`config.mk`:
```
export PLATFORM = sky130hd
export DESIGN_NAME = ooo_stage_latch_ctrl
export DESIGN_NICKNAME = d
export VERILOG_FILES = /design/src/rtl/ooo_pipe_pkg.sv /design/src/rtl/stage_payload_reg.sv /design/src/rtl/ooo_stage_latch_ctrl.sv
export SDC_FILE = /design/constraint.sdc
export NUM_CORES = 1
export LEC_CHECK = 0
export CAP_MARGIN = 30
export CELL_PAD_IN_SITES_DETAIL_PLACEMENT = 2
export CELL_PAD_IN_SITES_GLOBAL_PLACEMENT = 2
export CORE_MARGIN = 8
export CORE_UTILIZATION = 34
export DETAILED_ROUTE_END_ITERATION = 8
export HOLD_SLACK_MARGIN = 0.15
export PLACE_DENSITY = 0.85
export SLEW_MARGIN = 15
export SYNTH_ARGS = -nofsm -noshare
export SYNTH_HDL_FRONTEND = slang
export SYNTH_SLANG_ARGS = --single-unit
```
`constraint.sdc`:
```
create_clock -name clk -period 3.6 [get_ports clk]
set_clock_uncertainty 0.2 [all_clocks]
set_input_delay 0.72 -clock clk [delete_from_list [all_inputs] [get_ports clk]]
set_output_delay 0.72 -clock clk [all_outputs]
set_load 0.005 [all_outputs]
```
`src/rtl/ooo_pipe_pkg.sv`:
```
// Shared types and widths for the out-of-order pipeline stage latches.
package ooo_pipe_pkg;

  typedef enum logic [1:0] {
    ST_EMPTY = 2'b00,
    ST_HALF  = 2'b01,
    ST_FULL  = 2'b10
  } stage_state_t;

  localparam int STALL_CNT_W  = 16;
  localparam int OOO_BUNDLE_W = 151;

endpackage

```
`src/rtl/stage_payload_reg.sv`:
```
// One WIDTH-bit payload bank: loads on en, holds otherwise, clears on a low clr_b.
module stage_payload_reg
  import ooo_pipe_pkg::*;
#(
  parameter int WIDTH = OOO_BUNDLE_W
) (
  input  logic             clk,
  input  logic             clr_b,
  input  logic             en,
  input  logic [WIDTH-1:0] d,
  output logic [WIDTH-1:0] q
);

  logic [WIDTH-1:0] data_q;
  logic [WIDTH-1:0] data_d;

  always_comb begin
    data_d = data_q;
    if (en) data_d = d;
  end

  always_ff @(posedge clk) begin
    if (!clr_b) data_q <= '0;
    else        data_q <= data_d;
  end

  assign q = data_q;

endmodule

```
`src/rtl/ooo_stage_latch_ctrl.sv`:
```
// Two-entry valid/ready stage latch (main + skid bank) with single-cycle flush.
// Optional consumer stall counter on stall_cnt when OOO_STALL_CNT_EN is defined.
module ooo_stage_latch_ctrl
  import ooo_pipe_pkg::*;
#(
  parameter int WIDTH = OOO_BUNDLE_W
) (
  input  logic                   clk,
  input  logic                   reset,
  input  logic                   flush,
  input  logic                   in_valid,
  output logic                   in_ready,
  input  logic [WIDTH-1:0]       in_data,
  output logic                   out_valid,
  input  logic                   out_ready,
`ifdef OOO_STALL_CNT_EN
  output logic [STALL_CNT_W-1:0] stall_cnt,
`endif
  output logic [WIDTH-1:0]       out_data
);

  stage_state_t state_q, state_d;
  logic push, pop;
  logic main_en, skid_en, main_from_skid;
  logic [WIDTH-1:0] main_q, skid_q, main_d;

  // Handshake outputs decode only registered state, so no in->out comb paths.
  assign in_ready  = (state_q != ST_FULL);
  assign out_valid = (state_q != ST_EMPTY);
  assign push      = in_valid & in_ready;
  assign pop       = out_valid & out_ready;

  always_comb begin
    state_d        = state_q;
    main_en        = 1'b0;
    skid_en        = 1'b0;
    main_from_skid = 1'b0;
    case (state_q)
      ST_EMPTY: begin
        if (push) begin
          state_d = ST_HALF;
          main_en = 1'b1;
        end
      end
      ST_HALF: begin
        if (push && pop) begin
          main_en = 1'b1;
        end else if (push) begin
          state_d = ST_FULL;
          skid_en = 1'b1;
        end else if (pop) begin
          state_d = ST_EMPTY;
        end
      end
      ST_FULL: begin
        if (pop) begin
          state_d        = ST_HALF;
          main_en        = 1'b1;
          main_from_skid = 1'b1;
        end
      end
      default: state_d = ST_EMPTY;
    endcase
    // Flush drops everything, including a push offered in the same cycle.
    if (flush) begin
      state_d = ST_EMPTY;
      main_en = 1'b0;
      skid_en = 1'b0;
    end
  end

  assign main_d = main_from_skid ? skid_q : in_data;

  always_ff @(posedge clk) begin
    if (!reset) state_q <= ST_EMPTY;
    else        state_q <= state_d;
  end

  stage_payload_reg #(.WIDTH(WIDTH)) u_main (
    .clk   (clk),
    .clr_b (reset),
    .en    (main_en),
    .d     (main_d),
    .q     (main_q)
  );

  stage_payload_reg #(.WIDTH(WIDTH)) u_skid (
    .clk   (clk),
    .clr_b (reset),
    .en    (skid_en),
    .d     (in_data),
    .q     (skid_q)
  );

  assign out_data = main_q;

`ifdef OOO_STALL_CNT_EN
  logic [STALL_CNT_W-1:0] stall_cnt_q, stall_cnt_d;

  // Saturating; flush deliberately leaves it alone.
  always_comb begin
    stall_cnt_d = stall_cnt_q;
    if (out_valid && !out_ready && (stall_cnt_q != {STALL_CNT_W{1'b1}}))
      stall_cnt_d = stall_cnt_q + 1'b1;
  end

  always_ff @(posedge clk) begin
    if (!reset) stall_cnt_q <= '0;
    else        stall_cnt_q <= stall_cnt_d;
  end

  assign stall_cnt = stall_cnt_q;
`endif

endmodule

```
==> results.txt <==
Highest Clock Rate = 354.2 MHz
starting DRC count in detailed routing = 805
DRT Pass-1 Iters = 5
CP Class = reg -> out
routability cong. = 0.7501
Final Max Tran Viols = 0
final period utilization = 0.7842
Core Rows = 75
CP required = 2.68 ns
clock sinks = 304
Worst setup startpoint = state_q[0]
Critical Path Source Type = flip-flop
Cells after Synth = 1,450
post-layout util = 0.4563
Clk pwr share = 0.437
Primary FF master, synth = dfxtp_1
Worst R2R Start = state_q[0]
Critical Path, Cell by Cell = nand2b_1 -> clkdlybuf4s50_1
TritonCTS clock tree = built
minimum clock period = 2.823 ns
DP HPWL = 35.43 mm
status = complete, no violations
PostCTS Resize Cnt = 0
layout cells sized above 1 = 0.1232
Die Wd = 220.2 um
Clock Tree Root = clkbuf_16
max_cap viols = 0
minimum hold slack = 0.2822 ns
cts bufs inserted = 38
P_leak = 6.938 nW
Total Nets Final = 1,777
H-tree Lvls = 2
syn avg cell area = 9.777 um2
Core Region = 0.04157 mm2
main combinational cell family by area after synthesis = compound AO/OA/AOI/OAI gates
multiplexer area fraction after synthesis = 0.1073
syn nets = 1,606
later-pin clock latency in the skew report = 0.55 ns
setup bufs post-CTS = 0
DRC Markers = 0
final setup TNS = 0 ns
Gate power share = 0.149
Die Footprint = 0.04849 mm2
clock slew at the register clock pins of the worst setup and hold paths = 0.06 ns
xor and xnor area share after synthesis = 0
YS warnings = 0
worst slew pin tran = 0.8879 ns
I/O pins = 309
post-synth cell types = 28
number of synthesized flops with an enable pin = 0
Post-Synth Simple-Gate Area = 0.05966
crit path max fanout = 10
initial core utilization = 0.3410
Crit path largest cell delay = 0.58 ns
Avg WL per Cell = 26.94 um
global route total overflow = 0
Async SR Flop Fraction = 0
Adder-Cell Fraction of Synth Area = 0
pwr/cell area = 458.2 mW/mm2
Die Span Y = 220.2 um
Syn Std Cell Area = 0.01418 mm2
largest net degree at the start of global routing = 152
vias per cell = 6.172
Synth Area in Compound Gates = 0.3352
clk buf depth = 3
sequential share of power = 0.414
hold_buf cts = 0
pre-CTS setup slack = 0.3999 ns
Sw Pwr = 2.303 mW
Pint = 6.386 mW
overall global routing resource usage = 0.2354
Peak supply drop = 0.0002517 V
post-synthesis register bit count = 304
initial antenna violation count = 6
hold path startpoint = u_skid.q[64]
endpoints failing setup = 0
slowest library cell on the worst path = dfxtp_1
Port-buffer cells = 308
area added between synthesis and finish = 33.78%
routed vias = 13,520
RSZ-0062 raised after global routing = no
Worst Path Arrival = 1.90 ns
final hold vios = 0
final worst slack = 0.7767 ns
CP endpoint kind = output pin
first-pass GRT wire length = 90.88 mm
Slew headroom = 0.4080
HP Class = reg -> reg
DRT antenna net count = 0
Switching Share = 0.2651
sequential share of the synthesized area = 0.4293
vias in the first global route = 14,960
final WL = 59.02 mm
-- stage by stage --
stage | instance area (um2) | instances | total power, mW
after floorplan | 14180 | 1450 | 4.238
after global placement | 17720 | 2120 | 4.898
after detailed placement | 17720 | 2120 | 4.947
after CTS | 18960 | 2187 | 8.773
after global routing | 18960 | 2190 | 8.982
final | 18970 | 2191 | 8.690
-- state kept, by name (all words and copies together) (netlist names) --
signal	cells
state_q	2
u_main.q	151
u_skid.q	151
-- cell usage after synthesis (all sizes together) (2+ instances only) --
cell type  number  area share
nand2           3     0.00079
nand3         151       0.053
buf            65       0.027
nand2b          2     0.00088
a311oi        302        0.23
o21ai         151       0.053
a21oi         152       0.054
mux2i         152        0.11
clkbuf        155       0.041
dfxtp         304        0.43
-- path summary, 6_finish.rpt --
check / end / slack [ns] / cells past startpoint
hold reg to reg: u_skid.q[64] / 0.28 / 2
hold / removal: u_skid.q[64] / 0.28 / 2
setup / recovery: in_ready / 0.78 / 2
setup reg to reg: u_main.q[122] / 1.18 / 4
-- power by group through the flow --
stage,logic [mW],clock network [mW],registers (mW)
finish,1.29,3.80,3.60
global placement,1.24,0,3.66
detailed placement,1.28,0,3.67
floorplan,0.588,0,3.65
CTS,1.30,3.88,3.60
global route,1.37,4.00,3.61
-- worst max-delay path, delay by kind of cell (launching register included) --
family | cells | cell delay [ns]
flops | 1 | 0.58
buf+inv | 1 | 0.57
simple gates | 1 | 0.20
-- cell type report --
class	instances	area, um2
fill	4251	22600
multi-input combinational	924	7176
sequential	304	6086
timing repair buffer	351	3766
clock buffer	59	1184
tap	539	674.4
clock inverter	8	48.80
inverter	2	22.52
antenna	4	10.01
-- kinds of logic (layout without fill, tap and decap cells) --
logic type,after synthesis,after routing
DFF,304,304
AOI/OAI and AO/OA,608,608
buffers and inverters,222,420
muxes,152,152
other,0,4
and+or+nand+nor,164,164
-- routing by layer --
metal,track usage,routed length [um]
met1,0.2897,25280
met2,0.3985,28710
met3,0.05864,3467
met4,0.07722,1527
met5,0,36
-- cell usage in the layout (no fill, tap or decap) --
| cell type | synthesis | final |
|---|---|---|
| o21ai_0 | 13 | 13 |
| a311oi_1 | 212 | 212 |
| a21bo_4 | 0 | 1 |
| nand2b_4 | 0 | 1 |
| dfxtp_1 | 304 | 304 |
| buf_12 | 0 | 29 |
| a211oi_1 | 1 | 1 |
| nor4bb_4 | 0 | 1 |
| a311oi_2 | 90 | 90 |
| clkbuf_16 | 0 | 41 |
| clkinv_2 | 0 | 5 |
| clkbuf_8 | 0 | 9 |
| nand4bb_4 | 0 | 1 |
| nand2b_1 | 2 | 1 |
| buf_4 | 5 | 15 |
| o21ba_2 | 1 | 1 |
| nand3b_1 | 1 | 1 |
| inv_6 | 0 | 1 |
| nor2_1 | 1 | 1 |
| nand3_1 | 151 | 151 |
| o21ai_1 | 138 | 138 |
| nand2_1 | 3 | 3 |
| or3b_2 | 1 | 1 |
| or2_2 | 1 | 1 |
| diode_2 | 0 | 4 |
| clkbuf_1 | 155 | 9 |
| inv_8 | 0 | 2 |
| and4bb_4 | 0 | 1 |
| a21oi_1 | 152 | 152 |
| mux2i_1 | 152 | 152 |
| clkinvlp_4 | 0 | 2 |
| clkdlybuf4s50_1 | 0 | 307 |
| nor2b_4 | 0 | 1 |
No activity file was read; power rests on OpenSTA's default activity.
